===== config.mk =====
export PLATFORM = sky130hd
export DESIGN_NAME = uart_rx_param
export DESIGN_NICKNAME = d
export VERILOG_FILES = /design/src/rtl/uart_pkg.sv /design/src/rtl/uart_rx_fifo.sv /design/src/rtl/uart_rx_param.sv
export SDC_FILE = /design/constraint.sdc
export NUM_CORES = 1
export LEC_CHECK = 0
export ABC_CLOCK_PERIOD_IN_PS = 2200
export CORE_MARGIN = 2
export CORE_UTILIZATION = 52
export DETAILED_ROUTE_END_ITERATION = 10
export PLACE_DENSITY = 0.75
export SETUP_SLACK_MARGIN = 0.05
export SLEW_MARGIN = 20
export SYNTH_ARGS = -nofsm -noshare
export SYNTH_HDL_FRONTEND = slang
export SYNTH_SLANG_ARGS = --single-unit

===== constraint.sdc =====
create_clock -name uart_sampling_clk -period 2.2 [get_ports uart_sampling_clk]
set_input_delay 0.44 -clock uart_sampling_clk [delete_from_list [all_inputs] [get_ports uart_sampling_clk]]
set_output_delay 0.44 -clock uart_sampling_clk [all_outputs]
set_load 0.01 [all_outputs]

===== src/rtl/uart_pkg.sv =====
// rtl/uart_pkg.sv - shared FSM state encoding and receive-entry layout for uart_rx_param
package uart_pkg;

  typedef enum logic [2:0] {
    S_IDLE,
    S_START,
    S_DATA,
    S_PARITY,
    S_STOP,
    S_BREAK
  } uart_state_t;

  localparam int UART_MAX_DATA_BITS = 9;

  // Widest entry layout; a receiver instance packs only its DATA_BITS low data bits.
  typedef struct packed {
    logic                          perr;
    logic                          ferr;
    logic [UART_MAX_DATA_BITS-1:0] data;
  } rx_entry_t;

  function automatic int entry_width(input int data_bits, input bit with_parity);
    return data_bits + (with_parity ? 2 : 1);
  endfunction

endpackage


===== src/rtl/uart_rx_fifo.sv =====
// rtl/uart_rx_fifo.sv - show-ahead synchronous FIFO holding received characters and their flags
module uart_rx_fifo #(
  parameter int DEPTH = 4,
  parameter int WIDTH = 9
) (
  input  logic                     clk,
  input  logic                     rst,
  input  logic                     push,
  input  logic                     pop,
  input  logic [WIDTH-1:0]         din,
  output logic [WIDTH-1:0]         dout,
  output logic                     full,
  output logic                     empty,
  output logic [$clog2(DEPTH):0]   count
);

  localparam int AW = $clog2(DEPTH);

  logic [WIDTH-1:0] mem [DEPTH];
  logic [AW-1:0]    wptr;
  logic [AW-1:0]    rptr;
  logic             do_push;
  logic             do_pop;

  assign empty   = (count == '0);
  assign full    = (count == (AW+1)'(DEPTH));
  assign do_pop  = pop && !empty;
  // A full FIFO still accepts a push when the head leaves in the same cycle.
  assign do_push = push && (!full || do_pop);
  assign dout    = empty ? '0 : mem[rptr];

  always_ff @(posedge clk) begin
    if (do_push) mem[wptr] <= din;
  end

  always_ff @(posedge clk or posedge rst) begin
    if (rst) begin
      wptr  <= '0;
      rptr  <= '0;
      count <= '0;
    end else begin
      if (do_push) wptr <= wptr + 1'b1;
      if (do_pop)  rptr <= rptr + 1'b1;
      case ({do_push, do_pop})
        2'b10:   count <= count + 1'b1;
        2'b01:   count <= count - 1'b1;
        default: count <= count;
      endcase
    end
  end

endmodule


===== src/rtl/uart_rx_param.sv =====
// rtl/uart_rx_param.sv - oversampling UART receiver with FIFO and CTS; parity via UART_RX_PARITY_EN
module uart_rx_param
  import uart_pkg::*;
#(
  parameter int DATA_BITS     = 8,
  parameter int OVERSAMPLE    = 16,
  parameter int STOP_BITS     = 1,
  parameter int PARITY_ODD    = 0,
  parameter int FIFO_DEPTH    = 4,
  parameter int CTS_THRESHOLD = FIFO_DEPTH - 1
) (
  input  logic                          uart_sampling_clk,
  input  logic                          rst,
  input  logic                          USB_RX,
  input  logic                          rx_ready,
  input  logic                          clr_err,
  output logic [DATA_BITS-1:0]          rx_data,
  output logic                          rx_valid,
  output logic                          frame_err,
  output logic                          parity_err,
  output logic                          overrun,
  output logic                          USB_CTS,
  output logic [2:0]                    state_out,
  output logic [$clog2(FIFO_DEPTH):0]   fifo_count
);

  localparam int CW = $clog2(OVERSAMPLE);
  localparam int BW = $clog2(DATA_BITS + 1);
  localparam logic [CW-1:0] MID  = CW'(OVERSAMPLE / 2 - 1);
  localparam logic [CW-1:0] LAST = CW'(OVERSAMPLE - 1);
`ifdef UART_RX_PARITY_EN
  localparam int EW = entry_width(DATA_BITS, 1'b1);
`else
  localparam int EW = entry_width(DATA_BITS, 1'b0);
`endif

  uart_state_t          state;
  logic                 rx_meta;
  logic                 rx;
  logic [CW-1:0]        cnt;
  logic [BW-1:0]        bcnt;
  logic                 scnt;
  logic [DATA_BITS-1:0] shreg;
  logic                 ferr;
  logic                 ferr_n;
  logic                 push_q;
  logic [EW-1:0]        push_entry;
  logic [EW-1:0]        head;
  logic                 full;
  logic                 empty;
  logic                 pop;
`ifdef UART_RX_PARITY_EN
  logic                 perr;
`endif

  assign ferr_n = ferr | ~rx;

  always_ff @(posedge uart_sampling_clk or posedge rst) begin
    if (rst) begin
      rx_meta <= 1'b1;
      rx      <= 1'b1;
    end else begin
      rx_meta <= USB_RX;
      rx      <= rx_meta;
    end
  end

  always_ff @(posedge uart_sampling_clk or posedge rst) begin
    if (rst) begin
      state      <= S_IDLE;
      cnt        <= '0;
      bcnt       <= '0;
      scnt       <= 1'b0;
      shreg      <= '0;
      ferr       <= 1'b0;
      push_q     <= 1'b0;
      push_entry <= '0;
`ifdef UART_RX_PARITY_EN
      perr       <= 1'b0;
`endif
    end else begin
      push_q <= 1'b0;
      case (state)
        S_IDLE: if (!rx) begin
          state <= S_START;
          cnt   <= '0;
        end
        S_START: if (cnt == MID) begin
          cnt <= '0;
          if (rx) begin
            state <= S_IDLE;
          end else begin
            state <= S_DATA;
            bcnt  <= '0;
            scnt  <= 1'b0;
            ferr  <= 1'b0;
`ifdef UART_RX_PARITY_EN
            perr  <= 1'b0;
`endif
          end
        end else begin
          cnt <= cnt + 1'b1;
        end
        S_DATA: if (cnt == LAST) begin
          cnt   <= '0;
          shreg <= {rx, shreg[DATA_BITS-1:1]};
          bcnt  <= bcnt + 1'b1;
          if (bcnt == BW'(DATA_BITS - 1)) begin
`ifdef UART_RX_PARITY_EN
            state <= S_PARITY;
`else
            state <= S_STOP;
`endif
          end
        end else begin
          cnt <= cnt + 1'b1;
        end
`ifdef UART_RX_PARITY_EN
        S_PARITY: if (cnt == LAST) begin
          cnt   <= '0;
          perr  <= ((^shreg) ^ rx) != (PARITY_ODD != 0);
          state <= S_STOP;
        end else begin
          cnt <= cnt + 1'b1;
        end
`endif
        S_STOP: if (cnt == LAST) begin
          cnt  <= '0;
          scnt <= scnt + 1'b1;
          ferr <= ferr_n;
          if (scnt == 1'(STOP_BITS - 1)) begin
            push_q <= 1'b1;
`ifdef UART_RX_PARITY_EN
            push_entry <= {perr, ferr_n, shreg};
`else
            push_entry <= {ferr_n, shreg};
`endif
            // A low stop bit means a break may be in progress; wait for the line to rise.
            state <= ferr_n ? S_BREAK : S_IDLE;
          end
        end else begin
          cnt <= cnt + 1'b1;
        end
        S_BREAK: if (rx) state <= S_IDLE;
        default: state <= S_IDLE;
      endcase
    end
  end

  assign pop = rx_valid && rx_ready;

  uart_rx_fifo #(
    .DEPTH (FIFO_DEPTH),
    .WIDTH (EW)
  ) u_fifo (
    .clk   (uart_sampling_clk),
    .rst   (rst),
    .push  (push_q),
    .pop   (pop),
    .din   (push_entry),
    .dout  (head),
    .full  (full),
    .empty (empty),
    .count (fifo_count)
  );

  always_ff @(posedge uart_sampling_clk or posedge rst) begin
    if (rst) begin
      overrun <= 1'b0;
      USB_CTS <= 1'b1;
    end else begin
      if (push_q && full && !pop) overrun <= 1'b1;
      else if (clr_err)           overrun <= 1'b0;
      USB_CTS <= (fifo_count >= ($clog2(FIFO_DEPTH)+1)'(CTS_THRESHOLD));
    end
  end

  assign rx_valid  = !empty;
  assign rx_data   = head[DATA_BITS-1:0];
  assign frame_err = head[DATA_BITS];
`ifdef UART_RX_PARITY_EN
  assign parity_err = head[DATA_BITS+1];
`else
  assign parity_err = 1'b0;
`endif
  assign state_out = state;

endmodule


==> results.json <==
{
  "synth_area_leaders": "edfxtp_1 31%, dfrtp_1 28%, mux2_2 5.9%, mux4_2 5.9%, and2_1 2.5%",
  "grt_pass1_vias": 1964,
  "max_clock_freq_ghz": 0.478,
  "clkTransAtPathRegs_ps": 70,
  "synthesis.area_um2": 3450,
  "post_cts_hold_buffer_count": 0,
  "tightest_slew_ps": 530,
  "initial_core_util_pct": 54.0,
  "grt_usage_pct": 17.4,
  "start_kind": "register",
  "rsz_0062_raised_after_global_routing": "true",
  "skew_ps": 7.28,
  "hp-start": "rx_meta$_DFF_PP1_",
  "setup_violators_final": 0,
  "die_area_um2": 7300,
  "grt_max_degree": 43,
  "post_synth.cell_area_avg_um2": 14.2,
  "vdd_ir_drop_max_v": 0.000784,
  "globalRoute.totalOverflow": 0,
  "static_leakage_nw": 1.79,
  "hold_depth": 0,
  "timing.slew.headroom_pct": 64.6,
  "tritoncts_clock_tree": "yes",
  "ioPinCount": 24,
  "numCtsBuffers": 9,
  "ys.warnings.count": 0,
  "synth.distinct_cells": 47,
  "post-synth-top-area-cell": "edfxtp_1",
  "number_of_synthesized_flops_with_an_enable_pin": 36,
  "synth-main-ff-cell": "dfrtp_1",
  "hold_path_end": "rx$_DFF_PP1_",
  "r2r-start": "u_fifo.count[0]$_DFFE_PP0P_",
  "num_rows": 29,
  "final-hold-violation-count": 0,
  "dr.pass1.iters": 4,
  "final_max_slew_viol_count": 0,
  "globalplace.congestion": 0.824,
  "synthToLayoutAreaGrowth_pct": 17.5,
  "clk_root_buffer_cell": "clkbuf_8",
  "tritoncts_num_sinks": 78,
  "dpl.hpwl_mm": 3.77,
  "synth.top_cell.area_share_pct": 31.3,
  "via_per_inst": 5.50,
  "antennaDiodeCount": 0,
  "hold_slack_ps": 361,
  "fill_cells": 486,
  "detailroute.via_count": 2012,
  "crit_type": "register to output pin",
  "detail_route.wl_per_cell_um": 16.2,
  "die_x_um": 85.5,
  "global_route_wire_length_before_repair_mm": 9.72,
  "port-buffer-count": 22,
  "finalWorstSetupSlack_ps": 107,
  "seqCellArea_um2": 2140,
  "maxCapViolCount": 0,
  "clkLatencyLatePin_ps": 330,
  "htree_num_levels": 3,
  "maximum_buffer_depth_of_the_clock_tree": 2,
  "vertical_die_dimension_um": 85.5,
  "async_reset_ff_share_pct": 53.8,
  "synth_seq_cells": 78,
  "initial_antenna_violation_count": 0,
  "synth_nets": 256,
  "arrival_ps": 1650,
  "timing.critical_path.slowest_cell_delay_ps": 500,
  "synth_cells": 243,
  "path_max_fanout": 6,
  "reg2reg_slack_ps": 200,
  "pwr_density_cell_nw_per_um2": 912,
  "slowest_stage": "mux4_2",
  "critical_path.cell_chain": "buf_12, mux4_2, and2_4, buf_2",
  "period_needed_ps": 2090,
  "min_period_over_period_pct": 95.2,
  "synth_seq_area_share_pct": 61.9,
  "r2r_cells": 8,
  "worst_hold_path_type": "register to register",
  "route.detailed.drc": 0,
  "multi_input_area_um2": 1240,
  "layout.nets": 297,
  "timing.critical_path.to_type": "output pin",
  "core-area_um2": 6390,
  "routed_wirelength_mm": 5.94,
  "dp_slack_ps": -336,
  "dr.first_iter.drc_count": 119,
  "r2r-end": "u_fifo.count[2]$_DFFE_PP0P_",
  "ant_nets": 0,
  "layout-drive-gt1-share_pct": 31.1,
  "outcome": "finished, final reports clean",
  "critPathRequiredTime_ps": 1760
}
==> placed cells by master (no fill, tap or decap), types with 6 or more instances in the layout <==
cell type / n
and2_1: 10
buf_2: 6
buf_4: 17
clkbuf_8: 9
clkdlybuf4s50_1: 11
dfrtp_1: 35
edfxtp_1: 36
ha_1: 6
inv_1: 10
mux2_2: 18
mux4_2: 9
nand2_1: 12
nor2_1: 12
o21ai_0: 9
==> synth_stat cells (all sizes together), types with 2 or more instances <==
| master | number |
|---|---|
| and3 | 2 |
| nand2 | 12 |
| ha | 7 |
| o211ai | 4 |
| xor2 | 4 |
| nand3 | 5 |
| inv | 11 |
| o32ai | 2 |
| mux4 | 9 |
| mux2i | 2 |
| and3b | 2 |
| or4 | 2 |
| nor2 | 13 |
| a31oi | 4 |
| o21ai | 9 |
| o31ai | 4 |
| nor2b | 2 |
| edfxtp | 36 |
| nor4b | 4 |
| mux2 | 18 |
| clkbuf | 6 |
| dfstp | 3 |
| buf | 7 |
| and2 | 14 |
| xnor2 | 4 |
| a22o | 3 |
| dfrtp | 39 |
| a21oi | 2 |
==> metrics by stage <==
step / util, % / setup TNS [ps] / area, µm² / power [W] / std cells
floorplan: - / 0 / 3450 / 0.00232 / 243
global placement: 59.4 / -250 / 3790 / 0.00262 / 341
detailed placement: 59.4 / -451 / 3790 / 0.00265 / 341
CTS: 61.9 / 0 / 3950 / 0.00362 / 359
global route: 63.5 / 0 / 4060 / 0.00392 / 366
finish: 63.5 / 0 / 4060 / 0.00370 / 366
==> layer usage <==
metal | track usage (%) | routed length, µm | vias up
li1 | - | - | 973
met3 | 4.09 | 209 | 4
met2 | 28.3 | 3070 | 41
met5 | 0 | 0 | -
met4 | 5.63 | 35 | 0
met1 | 23.4 | 2630 | 994
==> logic make-up after synthesis <==
| group | synth area share, % |
|---|---|
| AOI/OAI and AO/OA | 6.02 |
| DFF | 61.9 |
| xor gates and xnor gates | 2.03 |
| muxes | 12.3 |
| buffers and inverters | 3.44 |
| other | 0.109 |
| and+or+nand+nor | 10.8 |
| adders and majority gates | 3.41 |
==> worst max path at each step <==
| stage | startpoint | to | depth (start not counted) |
|---|---|---|---|
| after global placement | rx_ready | u_fifo.count[2]$_DFFE_PP0P_ | 10 |
| final | u_fifo.rptr[0]$_DFFE_PP0P_ | rx_data[7] | 4 |
| after CTS | u_fifo.rptr[0]$_DFFE_PP0P_ | rx_data[5] | 4 |
| after global routing | u_fifo.rptr[0]$_DFFE_PP0P_ | rx_data[6] | 4 |
| after detailed placement | rx_ready | u_fifo.count[2]$_DFFE_PP0P_ | 10 |
| after floorplan | u_fifo.count[0]$_DFFE_PP0P_ | u_fifo.count[2]$_DFFE_PP0P_ | 10 |
==> registers in the layout, indices dropped and copies added (netlist names) <==
register,flops
USB_CTS,1
bcnt,4
cnt,4
ferr,1
overrun,1
push_entry,9
push_q,1
rx,1
rx_meta,1
scnt,1
shreg,8
state_out,3
u_fifo.count,3
u_fifo.mem,36
u_fifo.rptr,2
u_fifo.wptr,2
==> power by group <==
group | switching, W | internal (W) | total (W)
Combinational | 0.000419 | 0.000584 | 0.00100
Clock | 0.000478 | 0.000403 | 0.000881
Sequential | 0.000184 | 0.00163 | 0.00182
Total | 0.00108 | 0.00262 | 0.00370
==> critical path, delay by kind of cell, from the launching register on <==
kind                   cells  cell delay (ps)
buffers and inverters      2              270
DFF                        1              410
muxes                      1              500
and+or+nand+nor            1              150
==> layout make-up <==
| type | instances | area share [%] |
|---|---|---|
| clock buffers | 11 | 3.24 |
| clock inverters | 5 | 0.679 |
| inverters | 11 | 1.02 |
| multi-input cells | 142 | 30.5 |
| flip-flops and latches | 78 | 52.8 |
| well taps | 77 | 2.38 |
| repair buffers | 42 | 9.44 |
==> timing repair <==
action,4_1_cts,5_1_grt
gates resized for setup,40,16
gates cloned,1,1
pin swaps,5,8
setup endpoints to repair,11,11
buffers inserted,1,6
No activity file was read; power rests on OpenSTA's default activity.
==> RTL change 1: new RTL, same settings <==
The parameter `OVERSAMPLE` goes from 16 to 32.
--- a/src/rtl/uart_rx_param.sv
+++ b/src/rtl/uart_rx_param.sv
@@ -4,5 +4,5 @@
 #(
   parameter int DATA_BITS     = 8,
-  parameter int OVERSAMPLE    = 16,
+  parameter int OVERSAMPLE    = 32,
   parameter int STOP_BITS     = 1,
   parameter int PARITY_ODD    = 0,
Formal check against the unedited RTL: no difference found for any inputs over 10 cycles, from zero or initial values and one cycle with rst high; that may be too few to reach the edited logic, so the function may still have changed.
==> RTL change 1 against the original RTL <==
  * Register-to-register slack got worse by 0.02 ns
  * Total power rose by 23%
  * Sequential cell count rose by 1
  * Routed wire length rose by 2.6%
  * Area after synthesis rose by 7.1%
  * Final area rose by 8.3%
  * Worst setup slack got worse by 0.072 ns
==> RTL change 1: results (changes against the original RTL) <==
| Metric | Value |
|---|---|
| Fin area | `0.004393 sq mm (+8.3%)` |
| Peak VDD IR | `0.5196 mV (-34%)` |
| WHS | `0.3608 ns (+0.0002540 ns)` |
| Mux contribution to synthesized area | `0.1198 (-0.003440)` |
| Top post-synthesis cells by area | `edfxtp_1, dfrtp_1, mux4_2` |
| Synth Area in Adders | `0.03588 (+0.001801)` |
| Met1 usage | `0.2295 (-0.004877)` |
| Total Routing Usage GR | `0.1711 (-0.003220)` |
| Met3 Wirelength | `190 um (-9.1%)` |
| Largest net degree at the start of global routing | `44 (+2.3%)` |
| Placed Cells | `388 (+14%)` |
| Mapped Nets | `281 (+9.8%)` |
| Status | `finished, final reports clean` |
| Synthesized area | `0.003696 sq mm (+7.1%)` |
| Routed length on met2 | `3037 um (-0.91%)` |
| Asr flop ratio synth | `0.5443 (+0.005842)` |
| Pre-CTS WS | `-0.1392 ns (+0.1965 ns)` |
| Top cells by count, synth | `dfrtp_1, edfxtp_1, and2_1, nand2_1, inv_1` |
| RR Startpoint | `cnt[1]$_DFFE_PP0P_` |
| Inverters | `14 (+3)` |
| Logic gate share of total power | `0.353 (+0.082)` |
| Multi-input gates | `161 (+13%)` |
| Area of the multi-input gates | `0.001436 sq mm (+16%)` |
| P_sw | `1.392 mW (+29%)` |
| Compound-gate portion of the synthesized area | `0.07921 (+0.01903)` |
| Post-CTS sizing | `45 (+13%)` |
| First-pass GRT wire length | `10010 um (+2.9%)` |
| Layout cells sized above 1 | `0.2875 (-0.02388)` |
| Met2 usage | `0.2638 (-0.01954)` |
| Clock Latency Late Sink | `0.35 ns (+0.02 ns)` |
| Initial drt markers | `137 (+15%)` |
| Synth Area in XOR/XNOR | `0.01659 (-0.003717)` |
| Vias in the first global route | `2124 (+8.1%)` |
| CTS Sinks | `79 (+1.3%)` |
| Post-Place Cell Area | `0.004111 sq mm (+8.4%)` |
| Capture point of the worst reg-to-reg path | `state_out[0]$_DFFE_PP0P_` |
| Seq/total area | `0.4922 (-0.03559)` |
| Seq/Total Area, Yosys | `0.5846 (-0.03430)` |
| Setup Buffers After CTS | `4 (+3)` |
| Clk tree area frac | `0.04842 (+0.009246)` |
| Non-clk buf share | `0.09314 (-0.001250)` |
| Setup Skew | `0.01124 ns (+0.003959 ns)` |
| Arrival time worst endpoint | `1.73 ns (+0.08 ns)` |
| Average wire per standard cell | `14.89 um (-8.2%)` |
[RTL change 1: worst max-delay path by stage]
stage / to / slack, ns / from / cells past startpoint
final: rx_data[2] / 0.03 / u_fifo.rptr[0]$_DFFE_PP0N_ / 5
after global routing: rx_data[6] / -0.04 / u_fifo.rptr[0]$_DFFE_PP0N_ / 5
after CTS: rx_data[1] / 0.02 / u_fifo.rptr[0]$_DFFE_PP0N_ / 5
after detailed placement: u_fifo.count[2]$_DFFE_PP0P_ / -0.14 / rx_ready / 8
after global placement: u_fifo.count[2]$_DFFE_PP0P_ / -0.09 / rx_ready / 8
after floorplan: u_fifo.count[2]$_DFFE_PP0P_ / 0.16 / rx_ready / 8
[RTL change 1: cell families (layout without fill, tap and decap cells)]
kind of cell    Yosys count  count (layout)
xor+xnor                  7               7
fa+ha+maj                10              10
mux                      27              27
buf+inv                  26              73
simple gates             77              77
other cells               1               1
compound gates           39              39
flops                    79              79
==> RTL change 2: new RTL, same flow settings <==
Made on the original files. Register the output `frame_err`, cleared by the reset; this adds one clock of latency there. The other outputs are not delayed to match.
--- a/src/rtl/uart_rx_param.sv
+++ b/src/rtl/uart_rx_param.sv
@@ -178,5 +178,11 @@
   assign rx_valid  = !empty;
   assign rx_data   = head[DATA_BITS-1:0];
-  assign frame_err = head[DATA_BITS];
+  always_ff @(posedge uart_sampling_clk or posedge rst) begin
+    if (rst) begin
+      frame_err <= '0;
+    end else begin
+      frame_err <= head[DATA_BITS];
+    end
+  end
 `ifdef UART_RX_PARITY_EN
   assign parity_err = head[DATA_BITS+1];
Function: same outputs for any inputs over 10 cycles, from zero or initial values and one cycle with rst high; that may be too few to reach the edited logic, so the function may still have changed.
==> RTL change 2 against the original RTL <==
  * Non-clock buffer count is 3 lower
  * Area after synthesis up 2.0%
  * Synthesized cell count down 1.2%
  * Final area increased by 0.68%
  * Total power is 6.5% higher
  * Worst setup slack got worse by 0.078 ns
  * Sequential cell count up 1
  * Highest routed layer unchanged
  * Sequential share of layout area grew 0.17 points
  * Routed wire length shrank 7.4%
  * Utilization down 0.29 points
==> RTL change 2: results (changes against the original RTL) <==
| Metric | Value |
|---|---|
| Asr flop ratio synth | `0.5443 (+0.005842)` |
| Placed Cells | `333 (-2.3%)` |
| Average wire per standard cell | `15.49 um (-4.5%)` |
| DRC | `0 (unchanged)` |
| Top cells by count, synth | `dfrtp_1, edfxtp_1, and2_1, mux2_1, buf_4` |
| Initial drt markers | `121 (+1.7%)` |
| Nets | `286 (-3.7%)` |
| CTS H-tree lvls | `3 (unchanged)` |
| Setup Skew | `0.009379 ns (+0.002095 ns)` |
| Vias per cell | `5.428 (-1.3%)` |
| Vias in the first global route | `1927 (-1.9%)` |
| Peak VDD IR | `0.5431 mV (-31%)` |
| Routability-driven placement congestion ratio | `0.8342 (+1.3%)` |
| Clock Latency Late Sink | `0.35 ns (+0.02 ns)` |
| Top post-synthesis cells by area | `edfxtp_1, dfrtp_1, mux4_2` |
| Status | `finished, final reports clean` |
| Total Routing Usage GR | `0.1675 (-0.006885)` |
| CTS root buf | `clkbuf_8` |
| Final ANT Viol Nets | `0 (unchanged)` |
| Cell Count, Final, Fillers Out | `355 (-3.0%)` |
| Netlist cell types | `51 (+8.5%)` |
| Capture point of the worst reg-to-reg path | `u_fifo.count[2]$_DFFE_PP0P_` |
| Post-DP HPWL | `3608 um (-4.2%)` |
| RR Startpoint | `u_fifo.count[1]$_DFFE_PP0P_` |
| Arrival time worst endpoint | `1.73 ns (+0.08 ns)` |
| Mapped Nets | `253 (-1.2%)` |
| # fillers | `479 (-1.4%)` |
| Leakage power | `1.846 nW (+2.9%)` |
| TritonCTS Buffers | `9 (unchanged)` |
| Mapped Cells | `240 (-1.2%)` |
| Largest net degree at the start of global routing | `44 (+2.3%)` |
| Crit-path max FO | `6 (unchanged)` |
| Layout cells sized above 1 | `0.2518 (-0.05962)` |
| Worst R2R Path Depth | `9 (+1)` |
| First drt pass iteration count | `4 (unchanged)` |
| R2r setup slk | `0.12 ns (-0.08 ns)` |
| First-pass GRT wire length | `9411 um (-3.2%)` |
| Worst slew pin tran | `0.5377 ns (+0.007412 ns)` |
| Seq/Total Area, Yosys | `0.6139 (-0.004991)` |
RTL change 2: cell count changes in the layout (fill, tap and decap cells not counted), moves of 4 or more:
cell	change
mux2_1	+16
mux2_2	-15
nor2_1	-5
o21ai_0	-5
o21ai_1	+5
buf_4	-4
clkinv_2	-4
dfrtp_1	+4
o31ai_1	-4
RTL change 2: cell type report:
cell class / instances / share of cell area
clock buffers: 9 / 0.03033
clock inverters: 7 / 0.01777
inverters: 10 / 0.009191
multi-input cells: 134 / 0.3021
flip-flops and latches: 79 / 0.5294
well taps: 77 / 0.02359
repair buffers: 39 / 0.08762
RTL change 2: per-layer routing:
| layer | up-vias | track usage | share of wire |
|---|---|---|---|
| met2 | 27 | 0.2664 | 0.50 |
| li1 | 934 | - | - |
| met1 | 958 | 0.2201 | 0.45 |
| met3 | 8 | 0.04000 | 0.029 |
| met5 | - | 0 | 0 |
| met4 | 0 | 0.07670 | 0.016 |
RTL change 2: worst max path at each step:
| stage | end | startpoint |
|---|---|---|
| detailed placement | u_fifo.count[2]$_DFFE_PP0P_ | rx_ready |
| CTS | rx_data[6] | u_fifo.rptr[0]$_DFFE_PP0P_ |
| global route | rx_data[1] | u_fifo.rptr[0]$_DFFE_PP0P_ |
| global placement | u_fifo.count[2]$_DFFE_PP0P_ | rx_ready |
| floorplan | u_fifo.count[2]$_DFFE_PP0P_ | u_fifo.count[0]$_DFFE_PP0P_ |
| finish | rx_data[6] | u_fifo.rptr[0]$_DFFE_PP0P_ |
RTL change 2: through the flow:
stage | hold slack (ns) | area (sq um) | worst slack (ns) | util | power [mW]
detailed placement | 0.3509 | 3816 | -0.3501 | 0.5909 | 2.760
global route | 0.3806 | 4084 | -0.02772 | 0.6323 | 4.166
global placement | 0.3470 | 3816 | -0.2384 | 0.5909 | 2.744
floorplan | 0.3452 | 3520 | 0.07211 | - | 2.423
finish | 0.3701 | 4084 | 0.02815 | 0.6323 | 3.938
CTS | 0.3727 | 4045 | -0.002190 | 0.6263 | 3.938
RTL change 2: repair_timing:
action | in CTS | in global routing
resized for setup | 38 | 7
pin swaps | 6 | 2
setup endpoints to repair | 10 | 9
buffers inserted | 5 | 1
endpoints found under the hold margin | 0 | 0
RTL change 2: kinds of logic after synthesis:
kind of cell,synth area share
DFF,0.6139
and+or+nand+nor,0.1027
muxes,0.1283
AOI/OAI and AO/OA,0.06008
buffers and inverters,0.04337
adders and majority gates,0.03057
xor gates and xnor gates,0.01991
other,0.001065
RTL change 2: power breakdown:
group / internal, mW / switching [mW]
logic: 0.608 / 0.472
clock network: 0.526 / 0.534
registers: 1.65 / 0.147
RTL change 2: worst max-delay path: stages (launching register included):
cell and delay [ns]:
dfrtp_1 0.38, buf_12 0.14, buf_12 0.11, mux4_2 0.47, and2_1 0.14, buf_2 0.13
